File: src/rtl/hashgen_pkg.sv
`default_nettype none
// =============================================================================
// Package  : hashgen_pkg
// Purpose  : Scheduler state encoding, hash/target widths and the single
//            definition of the target check.
// Revision : 1.0
// =============================================================================

package hashgen_pkg;

    localparam int HASH_W = 24;
    localparam int TGT_W  = 8;

    typedef enum logic [2:0] {
        IDLE   = 3'd0,
        LAUNCH = 3'd1,
        WAIT   = 3'd2,
        CHECK  = 3'd3,
        DONE   = 3'd4
    } state_t;

    // Both upper bytes must be strictly below the target; the low byte is ignored.
    function automatic logic hit(input logic [HASH_W-1:0] hash,
                                 input logic [TGT_W-1:0]  target);
        return (hash[23:16] < target) && (hash[15:8] < target);
    endfunction

endpackage

`default_nettype wire

File: src/rtl/nonce_scheduler_target_check.sv
`default_nettype none
// =============================================================================
// Module   : target_check
// Purpose  : Combinational hit detect of one hash result against the target.
// Revision : 1.0
// =============================================================================

module target_check
    import hashgen_pkg::*;
(
    input  logic [HASH_W-1:0] hash,
    input  logic [TGT_W-1:0]  target,
    output logic              is_hit
);

    assign is_hit = hit(hash, target);

endmodule

`default_nettype wire

File: src/rtl/nonce_scheduler.sv
`default_nettype none
// =============================================================================
// Module   : nonce_scheduler
// Purpose  : Walks a nonce range through the hash core, stopping on the first
//            target hit, on range exhaustion or on abort.
//            Optional core watchdog: define NONCE_SCHED_WDOG_EN.
// Revision : 1.0
// =============================================================================

module nonce_scheduler #(
    parameter int NONCE_W  = 32,
    parameter int HASH_W   = 24,
    parameter int TGT_W    = 8,
    parameter int WDOG_CYC = 255
) (
    input  logic               clk,
    input  logic               reset_L,
    input  logic               start,
    input  logic               abort,
    input  logic [NONCE_W-1:0] nonce_base,
    input  logic [NONCE_W-1:0] nonce_count,
    input  logic [TGT_W-1:0]   target,
    output logic               core_start,
    output logic [NONCE_W-1:0] core_nonce,
    input  logic               core_done,
    input  logic [HASH_W-1:0]  core_hash,
    output logic               busy,
    output logic               found,
    output logic               exhausted,
    output logic [HASH_W-1:0]  bounty,
    output logic [NONCE_W-1:0] bounty_nonce,
    output logic               wdog_err
);
    import hashgen_pkg::*;

    logic [1:0]         r_rst_sync;
    logic               w_rst_n;
    state_t             r_state;
    logic [NONCE_W-1:0] r_cur;
    logic [NONCE_W-1:0] r_remaining;
    logic [TGT_W-1:0]   r_target;
    logic [HASH_W-1:0]  r_hash;
    logic               r_core_start;
    logic               r_busy;
    logic               r_found;
    logic               r_exhausted;
    logic [HASH_W-1:0]  r_bounty;
    logic [NONCE_W-1:0] r_bounty_nonce;
    logic               w_hit;

    // Reset asserts immediately but releases only on a clock edge.
    always_ff @(posedge clk or negedge reset_L) begin
        if (!reset_L) begin
            r_rst_sync <= 2'b00;
        end else begin
            r_rst_sync <= {r_rst_sync[0], 1'b1};
        end
    end
    assign w_rst_n = r_rst_sync[1];

    target_check u_target_check (
        .hash   (r_hash),
        .target (r_target),
        .is_hit (w_hit)
    );

`ifdef NONCE_SCHED_WDOG_EN
    localparam int c_WDOG_W = (WDOG_CYC > 1) ? $clog2(WDOG_CYC) : 1;
    logic [c_WDOG_W-1:0] r_wdog;
    logic                r_wdog_err;
`endif

    always_ff @(posedge clk or negedge w_rst_n) begin
        if (!w_rst_n) begin
            r_state        <= IDLE;
            r_cur          <= '0;
            r_remaining    <= '0;
            r_target       <= '0;
            r_hash         <= '0;
            r_core_start   <= 1'b0;
            r_busy         <= 1'b0;
            r_found        <= 1'b0;
            r_exhausted    <= 1'b0;
            r_bounty       <= '0;
            r_bounty_nonce <= '0;
`ifdef NONCE_SCHED_WDOG_EN
            r_wdog         <= '0;
            r_wdog_err     <= 1'b0;
`endif
        end else if (abort) begin
            r_state      <= IDLE;
            r_busy       <= 1'b0;
            r_core_start <= 1'b0;
        end else begin
            r_core_start <= 1'b0;
            case (r_state)
                IDLE: begin
                    if (start) begin
                        r_cur       <= nonce_base;
                        r_remaining <= nonce_count;
                        r_target    <= target;
                        r_found     <= 1'b0;
                        r_exhausted <= 1'b0;
                        r_busy      <= 1'b1;
`ifdef NONCE_SCHED_WDOG_EN
                        r_wdog_err  <= 1'b0;
`endif
                        if (nonce_count == '0) begin
                            r_exhausted <= 1'b1;
                            r_state     <= DONE;
                        end else begin
                            r_core_start <= 1'b1;
                            r_state      <= LAUNCH;
                        end
                    end
                end
                LAUNCH: begin
`ifdef NONCE_SCHED_WDOG_EN
                    r_wdog  <= '0;
`endif
                    r_state <= WAIT;
                end
                WAIT: begin
                    if (core_done) begin
                        r_hash  <= core_hash;
                        r_state <= CHECK;
                    end
`ifdef NONCE_SCHED_WDOG_EN
                    else if (r_wdog == c_WDOG_W'(WDOG_CYC - 1)) begin
                        r_wdog_err <= 1'b1;
                        r_state    <= DONE;
                    end else begin
                        r_wdog <= r_wdog + c_WDOG_W'(1);
                    end
`endif
                end
                CHECK: begin
                    if (w_hit) begin
                        r_bounty       <= r_hash;
                        r_bounty_nonce <= r_cur;
                        r_found        <= 1'b1;
                        r_state        <= DONE;
                    end else if (r_remaining == NONCE_W'(1)) begin
                        r_exhausted <= 1'b1;
                        r_state     <= DONE;
                    end else begin
                        r_cur        <= r_cur + NONCE_W'(1);
                        r_remaining  <= r_remaining - NONCE_W'(1);
                        r_core_start <= 1'b1;
                        r_state      <= LAUNCH;
                    end
                end
                DONE: begin
                    r_busy  <= 1'b0;
                    r_state <= IDLE;
                end
                default: begin
                    r_state <= IDLE;
                end
            endcase
        end
    end

    assign core_start   = r_core_start;
    assign core_nonce   = r_cur;
    assign busy         = r_busy;
    assign found        = r_found;
    assign exhausted    = r_exhausted;
    assign bounty       = r_bounty;
    assign bounty_nonce = r_bounty_nonce;

`ifdef NONCE_SCHED_WDOG_EN
    assign wdog_err = r_wdog_err;
`else
    // WDOG_CYC only matters when the watchdog is built in.
    assign wdog_err = 1'b0 & (WDOG_CYC != 0);
`endif

endmodule

`default_nettype wire

File: config.mk
export PLATFORM = sky130hd
export DESIGN_NAME = nonce_scheduler
export DESIGN_NICKNAME = d
export VERILOG_FILES = /design/src/rtl/hashgen_pkg.sv /design/src/rtl/nonce_scheduler_target_check.sv /design/src/rtl/nonce_scheduler.sv
export SDC_FILE = /design/constraint.sdc
export NUM_CORES = 1
export LEC_CHECK = 0
export ABC_AREA = 1
export CAP_MARGIN = 0
export CELL_PAD_IN_SITES_DETAIL_PLACEMENT = 1
export CELL_PAD_IN_SITES_GLOBAL_PLACEMENT = 1
export CORE_ASPECT_RATIO = 0.5
export CORE_MARGIN = 2
export CORE_UTILIZATION = 40
export DETAILED_ROUTE_END_ITERATION = 10
export GPL_TIMING_DRIVEN = 0
export HOLD_SLACK_MARGIN = 0.02
export PLACE_DENSITY_LB_ADDON = 0.1
export SLEW_MARGIN = 20
export SYNTH_ARGS = -nofsm -noshare
export SYNTH_HDL_FRONTEND = slang
export SYNTH_SLANG_ARGS = --single-unit
export TNS_END_PERCENT = 20
File: constraint.sdc
create_clock -name clk -period 8.4 [get_ports clk]
set_input_delay 1.26 -clock clk [delete_from_list [all_inputs] [get_ports clk]]
set_output_delay 1.26 -clock clk [all_outputs]
set_load 0.03 [all_outputs]
### Word level (Yosys, flattened, before mapping)

Index checks and enable logic that the tools add are counted.

* output and inout port bits: 93
* word-level logic and storage cells: 74
* input port bits: 101
* flip-flop bits (word level): 161

* bitwise operators: 1
* muxes and demuxes: 32
* add/sub/neg operators: 2
* equality and inequality tests: 12
* reduce and logical (&&, ||, !) cells: 13
* $lt $le $gt $ge: 2

Operators with widths (number)
* $mux 32: 6
* $pmux 32 s2: 2
* $add 32x1->32 const B: 1
* $eq 32x1->1 const B: 1
* $logic_not 32->1: 1
* $sub 32x1->32 const B: 1
* $mux 3: 6
* $lt 8x8->1: 2
* $mux 1: 13
* $pmux 3 s4: 1
* $reduce_and 5->1: 2
* $reduce_and 3->1: 3
* $ne 2x2->1 const B: 4
* $pmux 1 s2: 4
* $eq 3x2->1 const B: 2
* $ne 3x3->1 const B: 2
* $reduce_and 2->1: 2
* $reduce_and 4->1: 1
* $eq 3x1->1 const B: 1
* $eq 3x3->1 const B: 1
* $logic_not 3->1: 1
* $reduce_bool 3->1: 1
* $ne 2x1->1 const B: 1
* $reduce_bool 2->1: 1
* other kinds (2): 2

### Depth between registers and ports, before layout

Gate-level depths: netlist of the first run.

* depth after elaboration: 5
* depth in mapped cells: 14
* depth with buffers taken out: 12

### Modules after synthesis

From an unflattened synthesis of the first run, not the netlist that was laid out.

* cells, all modules: 1257
* area total of the unflattened synthesis: 9115.0 um2

By module, submodules not included
* nonce_scheduler: instances 1, cells each 1191, area each 8717.1 um2, seq. area each 4028.9 um2
* target_check: instances 1, cells each 66, area each 397.9 um2, seq. area each 0.0 um2

### Least setup slack after synthesis of the first run

OpenSTA, ideal clock, no wires.

* path type: input-to-reg
* start point: in abort
* end point: reg r_hash[10]
* stages: 4
* data required time: 8275 ps
* buffers on the path: 1
* arrival time: 2145 ps
* setup time: 125 ps
* slack: 6130 ps
* cells stage by stage: nor2_1 -> nand3_1 -> buf_2 -> mux2_2

* cells in the longest elaborated chain, start to end: 2

Ends and longest elaborated chain
* from (decl): RTL line nonce_scheduler.sv:19 `input logic abort,`
* $not 1->1 (no source line)
* $reduce_and 3->1 (no source line)
* to (signal assigned): RTL line nonce_scheduler.sv:125 `r_hash <= core_hash;`
* to (decl): RTL line nonce_scheduler.sv:42 `logic [HASH_W-1:0] r_hash;`

Every way passes these cells.
A chain may end at the register's enable or synchronous reset.

### Final worst setup path of the first run

* start point: reg r_cur[15] (netlist: core_nonce[15])
* end point: out core_nonce[15]

RTL lines
* from (decl): RTL line nonce_scheduler.sv:39 `logic [NONCE_W-1:0] r_cur;`
* from (signal assigned): RTL line nonce_scheduler.sv:99 `r_cur <= nonce_base;`
* from (signal assigned): RTL line nonce_scheduler.sv:147 `r_cur <= r_cur + NONCE_W'(1);`
* to (decl): RTL line nonce_scheduler.sv:24 `output logic [NONCE_W-1:0] core_nonce,`

No word-level cell between the ends.

==> results of run 1 <==
-- sequential cells by signal (all words and copies together) (netlist names) --
register / cells
core_nonce: 32
r_hash: 24
found: 1
r_target: 8
busy: 1
r_state: 3
r_remaining: 32
bounty: 24
r_rst_sync: 2
exhausted: 1
bounty_nonce: 32
core_start: 1
-- worst paths after layout --
path / start / endpoint
max: core_nonce[15] / core_nonce[15]
min: r_rst_sync[1] / r_remaining[10]
max reg2reg: r_target[7] / bounty[5]
min reg2reg: r_rst_sync[1] / r_remaining[10]
max in group asynchronous: r_rst_sync[1] / bounty_nonce[25]
min in group clk: r_rst_sync[0] / r_rst_sync[1]
-- metal layers --
metal / part of all wire / track usage / vias up
met3: 0.042 / 0.0491 / 51
met2: 0.49 / 0.517 / 235
met5: 0 / 0 / -
met4: 0.022 / 0.0998 / 0
met1: 0.44 / 0.381 / 4827
li1: - / - / 4671
-- cells by family after synthesis --
kind of cell / count (synthesis) / share of synthesized area
and+or+nand+nor: 967 / 0.419
DFF: 161 / 0.431
buffers and inverters: 125 / 0.0601
AOI/OAI and AO/OA: 57 / 0.0350
muxes: 23 / 0.0277
adders and majority gates: 17 / 0.0228
xor gates and xnor gates: 4 / 0.00375
other: 2 / 0.000804
-- report_power, final --
part           internal [mW]  switching (mW)  total (mW)
clock                  0.491           0.369       0.860
combinational          0.738            1.21        1.94
sequential              1.09           0.394        1.49
-- cells in the mapped netlist (2+ instances only) --
| cell | instances |
|---|---|
| and3_1 | 2 |
| nand3_1 | 99 |
| inv_1 | 74 |
| nor2_2 | 8 |
| o31ai_1 | 3 |
| and2_1 | 2 |
| nor2_1 | 150 |
| buf_1 | 3 |
| nand4_1 | 13 |
| o21bai_1 | 8 |
| o21ai_0 | 20 |
| buf_2 | 19 |
| nand3b_1 | 10 |
| or2_2 | 5 |
| inv_2 | 4 |
| xor2_1 | 4 |
| buf_6 | 4 |
| clkbuf_1 | 10 |
| nand2_1 | 669 |
| a21oi_1 | 21 |
| dfrtp_1 | 161 |
| ha_1 | 17 |
| mux2_2 | 23 |
| buf_4 | 10 |
| nor3_1 | 4 |
| conb_1 | 2 |
-- cell type report --
| cell class | instances | area (um2) | share of cell area |
|---|---|---|---|
| multi-input combinational | 1070 | 4750 | 0.384 |
| sequential | 161 | 4030 | 0.326 |
| timing repair buffer | 195 | 2000 | 0.162 |
| clock buffer | 20 | 457 | 0.0369 |
| tap | 307 | 384 | 0.0311 |
| inverter | 78 | 293 | 0.0237 |
| buffer | 47 | 269 | 0.0218 |
| clock inverter | 12 | 170 | 0.0138 |
-- through the flow --
step                      utilization  hold slack, ps  power (mW)  area [um2]  cells
after global routing            0.540             257        4.57       12400   1890
final                           0.540             226        4.29       12400   1890
after CTS                       0.540             243        4.30       12400   1890
after floorplan                     -             331        2.57        9340   1356
after detailed placement        0.513             237        3.40       11700   1858
after global placement          0.509             337        3.29       11600   1855
==> results.cfg, run 1 <==
[worst_hold_path]
hold_path_class = flip-flop to asynchronous set/reset pin

[yosys]
synth_top_area_frac = 0.431
ys.flop_type = dfrtp_1
yosysWarnings = 0
async_flop_share = 1.00
syn_nets = 1474
synth_edf_count = 0
ys_seq_elements = 161
synthDistinctLibCells = 37
yosysTopAreaCell = dfrtp_1
ys_seq_area_frac = 0.431
yosys-top-cells-area = dfrtp_1 43%, nand2_1 27%, nor2_1 6.0%
syn_inst = 1356
syn_area_mm2 = 0.00934
avgSynthCellArea_um2 = 6.89

[setup_path]
path_delay_family = buffers and inverters
path_class = flip-flop to output pin
r2r_cells = 13
max_stage_delay_ps = 780
critical_path.slowest_cell = clkdlybuf4s50_1
crit_chain = clkdlybuf4s50_1
arrival_ps = 1770
critPathLaunchType = flip-flop
critPathBufInv = 1
critPathCaptureType = output pin
worstPathRequired_ps = 7140
worstPathMaxFanout = 7
cp.depth = 1
rrSetupSlack_ps = 5930

[clocking]
cts.reportedPaths.clkPinSlew_ps = 70
clk_latency_ps = 460
numCtsBuffers = 17
clockBufferDepth = 2
root_buffer = clkbuf_16
clkSinkCount = 161
cts-resized-gates = 0
postCtsSetupBuffers = 0
cts_tree = done
postCtsHoldBufs = 0
cts_max_level = 4

[finish]
fin_nets = 1688
fillCellCount = 2941
drive_gt1_frac = 0.0726
diodes = 0
layout_commonest_cell = nand2_1
most-common-layout-cells = 669 x nand2_1, 192 x clkdlybuf4s50_1, 160 x dfrtp_1, 150 x nor2_1, 99 x nand3_1
area_growth_pct = 32.3

[global_route]
grt_usage = 0.299
grt_max_degree = 58
grt-ovfl-total = 0
antenna_found_initial = 0
grt_pass1_wl_um = 56100
grt_pass1_vias = 10500

[routing]
viasPerCell = 5.18
vias = 9784
drt_iter0_drc = 561
wl_per_cell_um = 18.6
drc = 0
postRouteAntennaNets = 0
routed_wl_um = 35100
first_pass_iters = 5

[timing]
period_minus_slack_ps = 3030
tightestPinTransition_ps = 685
hold_violations = 0
fin_ws_ps = 5370
rsz0062_at_grt = false
setup_violations = 0
setup_tns_ps = 0
fin_crit_sh = 0.361
finalClockSkew_ps = 12.5
max_freq_mhz = 330
relSlewSlack = 0.543
finalMaxSlewViolations = 0

[power_and_ir_drop]
ir_drop_v = 0.000226
power.density_mw_per_mm2 = 347
power_leakage_nw = 6.21

[floorplan]
core-area_mm2 = 0.0229
rows = 39
die_x_um = 220
start_util = 0.408
die-area_mm2 = 0.0247
ios = 194
die_y_um = 112

[placed_design]
dp_hpwl_um = 26700
post-place-ws_ps = 5180
gp_congestion = 0.903
port_buffers = 192

[job]
timing.max_cap.violations = 0

[run_status]
status = complete, no violations
Note: power is estimated with default switching activity, not from simulation.
==> run 2, diff against run 1 <==
CORE_UTILIZATION = 37   (was 40)
clock period = 2.88 ns   (was 8.4 ns; I/O delays follow)
==> run 2 against run 1 <==
  * Routed wire length shrank 1.8%
  * Sequential cell count stayed put
  * Total power increased to 2.9 times the previous value
  * Critical endpoint is now bounty[8]
  * Hold slack lost 110 ps
  * Clock power grew to 2.7 times the previous value
  * Design area is the same
  * Core utilization fell by 4.5 points
  * Via count fell by 1.1%
==> results.cfg, run 2 (synthesis gave the netlist of run 1 again) <==
[timing]
setup_violations = 0
rsz0062_at_grt = false
period_minus_slack_ps = 2410
hold_violations = 0
tightestPinTransition_ps = 725
finalMaxSlewViolations = 0
fin_crit_sh = 0.835
relSlewSlack = 0.516
finalClockSkew_ps = 8.58
max_freq_mhz = 416
fin_ws_ps = 474

[routing]
viasPerCell = 5.02
wl_per_cell_um = 17.9
routed_wl_um = 34500
first_pass_iters = 5
postRouteAntennaNets = 0
vias = 9681
drt_iter0_drc = 604
drc = 0

[finish]
fillCellCount = 3230
drive_gt1_frac = 0.0726
diodes = 0
design_area_mm2 = 0.0124
most-common-layout-cells = 669 x nand2_1, 192 x clkdlybuf4s50_1, 160 x dfrtp_1, 150 x nor2_1, 99 x nand3_1
area_growth_pct = 32.3
layout_commonest_cell = nand2_1
multi_input_area_mm2 = 0.00475
fin_nets = 1688
regArea_mm2 = 0.00403

[global_route]
grt_usage = 0.271
grt_pass1_vias = 10200
antenna_found_initial = 0
grt_pass1_wl_um = 55200
grt-ovfl-total = 0
grt_max_degree = 54

[placed_design]
port_buffers = 192
dp_hpwl_um = 26500
post-place-ws_ps = 475
placed_cell_area_mm2 = 0.0118
gp_congestion = 0.897

[clocking]
postCtsSetupBuffers = 0
numCtsBuffers = 17
cts.reportedPaths.clkPinSlew_ps = 70
clockBufferDepth = 2
clkSinkCount = 161
cts-resized-gates = 0
cts_tree = done
root_buffer = clkbuf_16
postCtsHoldBufs = 0
cts_max_level = 4
clk_latency_ps = 470

[job]
timing.max_cap.violations = 0

[setup_path]
arrival_ps = 2760
worstPathMaxFanout = 10
worstPathRequired_ps = 3230
r2r_cells = 14
path_class = flip-flop to flip-flop
critPathLaunchType = flip-flop
critPathCaptureType = flip-flop

[power_and_ir_drop]
power_leakage_nw = 6.18
ir_drop_v = 0.000495
power.density_mw_per_mm2 = 992

[floorplan]
rows = 41
die_x_um = 229
die-area_mm2 = 0.0266
start_util = 0.374
core-area_mm2 = 0.0250
die_y_um = 116
ios = 194

[worst_hold_path]
hold_path_class = input port to asynchronous set/reset pin

[run_status]
status = complete, no violations
run 2: path summary, 6_finish.rpt:
check	start	end	slack (ps)
setup / recovery	r_target[7]	bounty[8]	470
hold / removal	reset_L	r_rst_sync[1]	120
setup reg to reg	r_target[7]	bounty[8]	470
hold reg to reg	r_rst_sync[1]	r_remaining[8]	230
max in group asynchronous	r_rst_sync[1]	bounty[16]	1460
min in group clk	r_rst_sync[0]	r_rst_sync[1]	350
run 2: where the power goes:
group	total [mW]	switching [mW]	internal (mW)
clock	2.34	1.12	1.22
sequential	4.31	1.13	3.18
combinational	5.60	3.46	2.15
run 2: layer usage:
layer,vias up,global-route usage,wire length (um)
met2,200,0.480,16700
li1,4678,-,-
met3,43,0.0488,1440
met4,0,0.0697,628
met1,4760,0.346,15700
met5,-,0,0
run 2: metrics by stage:
stage | hold WS [ps] | utilization | std cells | setup TNS, ps | power, mW
floorplan | 136 | - | 1356 | 0 | 7.50
global placement | 337 | 0.468 | 1892 | -155500 | 9.65
detailed placement | 241 | 0.472 | 1895 | 0 | 9.93
CTS | 107 | 0.495 | 1927 | 0 | 12.3
global route | 111 | 0.495 | 1927 | 0 | 13.1
finish | 118 | 0.495 | 1927 | 0 | 12.3
run 2: final cells by class:
cell class	count	area share
multi-input cells	1070	0.384
flip-flops and latches	161	0.326
repair buffers	195	0.162
well taps	344	0.0348
clock buffers	18	0.0347
inverters	78	0.0237
plain buffers	47	0.0218
clock inverters	14	0.0122
run 2: critical path, stage by stage, from the launching register on:
cell and delay [ps]:
dfrtp_1 360, inv_1 110, ha_1 290, nand2_1 90, nand2_1 60, nor2_1 100, nand3_1 90, nor2_2 190
nand3_2 160, nor2_4 170, nand2_1 100, buf_2 230, buf_6 180, nand2_1 80, nand2_1 70
==> run 3, diff against run 2 <==
clock period = 2.25 ns   (was 2.88 ns; I/O delays follow)
==> run 3 against run 2 <==
  * Sequential power up 28%
  * Total power is 30% higher
  * Clock skew rose by 4.9 ps
  * Register-to-register slack got worse by 390 ps
  * Sequential share of layout area shrank 0.53 points
  * Clock power up 34%
  * First-iteration DRC count shrank 4.3%
  * Critical path depth is the same
  * Largest power group unchanged
  * Core utilization up 0.81 points
  * Combinational power up 31%
  * Global-route usage increased by 0.057 points
==> results.cfg, run 3 (synthesis gave the netlist of run 1 again) <==
[clocking]
numCtsBuffers = 17
clkSinkCount = 161
cts.reportedPaths.clkPinSlew_ps = 70
root_buffer = clkbuf_16
clockBufferDepth = 2
cts_max_level = 4
cts_tree = done
clk_latency_ps = 460

[routing]
drc = 0
met2RoutedLength_um = 16900
drt_iter0_drc = 578
routed_wl_um = 34700
met3_length_um = 1280
postRouteAntennaNets = 0
first_pass_iters = 5
wl_per_cell_um = 17.9
viasPerCell = 5.03
wl_met1_um = 15800
vias = 9730
top_layer = met4

[timing]
finalMaxSlewViolations = 0
relSlewSlack = 0.486
period_minus_slack_ps = 2170
whs_ps = 237
max_freq_mhz = 462
tightestPinTransition_ps = 771
setup_violations = 0
finalClockSkew_ps = 13.5
fin_crit_sh = 0.963
hold_violations = 0
rsz0062_at_grt = true

[floorplan]
core-area_mm2 = 0.0250
start_util = 0.374
die_x_um = 229
die_y_um = 116
ios = 194
rows = 41
die-area_mm2 = 0.0266

[setup_path]
critical_path.slowest_cell = dfrtp_1
critPathCaptureType = flip-flop
arrival_ps = 2510
max_stage_delay_ps = 370
critPathBufInv = 3
worstPathRequired_ps = 2600
path_class = flip-flop to flip-flop
path_common_cell = nand2_1
crit_chain = inv_2 > ha_4 > nand2_1 > nand2_1 > nor2_1 > nand3_1 > nor2_4 > nand3_4 > nor2_4 > nand2_2 > buf_8 > buf_6 > nand2_1 > nand2_1
worstPathMaxFanout = 10
critPathLaunchType = flip-flop
path_delay_family = simple AND/OR/NAND/NOR gates

[finish]
diodes = 0
most-common-layout-cells = 668 x nand2_1, 192 x clkdlybuf4s50_1, 160 x dfrtp_1, 146 x nor2_1, 98 x nand3_1
drive_gt1_frac = 0.0856
multi_input_area_mm2 = 0.00483
fillCellCount = 3173
layout_commonest_cell = nand2_1
regArea_mm2 = 0.00403
final_core_utilization = 0.503
fin_nets = 1694
fin_cells = 1933
area_growth_pct = 34.5
design_area_mm2 = 0.0126

[placed_design]
dp_hpwl_um = 26700
dpl.cell_count = 1895
placed_cell_area_mm2 = 0.0118
port_buffers = 192
gp_congestion = 0.894

[global_route]
grt-ovfl-total = 0
grt_pass1_vias = 10300
grt_pass1_wl_um = 55400
grt_max_degree = 49
grt_usage = 0.271
antenna_found_initial = 0

[power_and_ir_drop]
power_leakage_nw = 6.27
ir_drop_v = 0.000586
power.density_mw_per_mm2 = 1270
finalPower_mw = 16.0

[job]
timing.max_cap.violations = 0

[worst_hold_path]
hold_path_class = flip-flop to asynchronous set/reset pin

[run_status]
status = complete, no violations
run 3: power breakdown:
group | switching [mW] | leakage [nW] | total [mW] | internal [mW]
Combinational | 4.50 | 3.92 | 7.33 | 2.83
Sequential | 1.45 | 2.04 | 5.53 | 4.07
Clock | 1.45 | 0.301 | 3.14 | 1.69
Total | 7.39 | 6.27 | 16.0 | 8.60
run 3: area by class of cell:
class / instances / share of cell area
Clock buffer: 17 / 0.0339
Multi-Input combinational cell: 1070 / 0.384
Clock inverter: 15 / 0.0152
Timing Repair Buffer: 201 / 0.164
Inverter: 78 / 0.0235
Tap cell: 344 / 0.0343
Buffer: 47 / 0.0237
Sequential cell: 161 / 0.321
run 3: repair_timing:
action	4_1_cts	5_1_grt
hold buffers	1	0
pin swaps	5	3
gates resized for setup	11	24
buffers inserted	5	0
setup endpoints to repair	45	118
hold endpoints to repair	2	0
run 3: final timing paths:
check,from,slack (ps),cells past startpoint,end
hold / removal,r_rst_sync[1],240,0,r_remaining[10]
max in group asynchronous,r_rst_sync[1],870,3,r_hash[18]
hold reg to reg,r_rst_sync[1],240,0,r_remaining[10]
setup reg to reg,r_target[7],80,14,bounty[10]
min in group clk,r_rst_sync[0],350,0,r_rst_sync[1]
setup / recovery,r_target[7],80,14,bounty[10]
run 3: routing by layer:
| metal | vias up | track usage |
|---|---|---|
| li1 | 4682 | - |
| met1 | 4802 | 0.350 |
| met2 | 206 | 0.478 |
| met3 | 40 | 0.0400 |
| met4 | 0 | 0.0854 |
| met5 | - | 0 |
run 3: stage by stage:
| step | setup TNS (ps) | worst slack (ps) |
|---|---|---|
| global placement | -19790 | -148 |
| global route | -294 | -54.3 |
| CTS | 0 | 9.51 |
| detailed placement | -5460 | -109 |
| finish | 0 | 83.7 |
| floorplan | 0 | 317 |
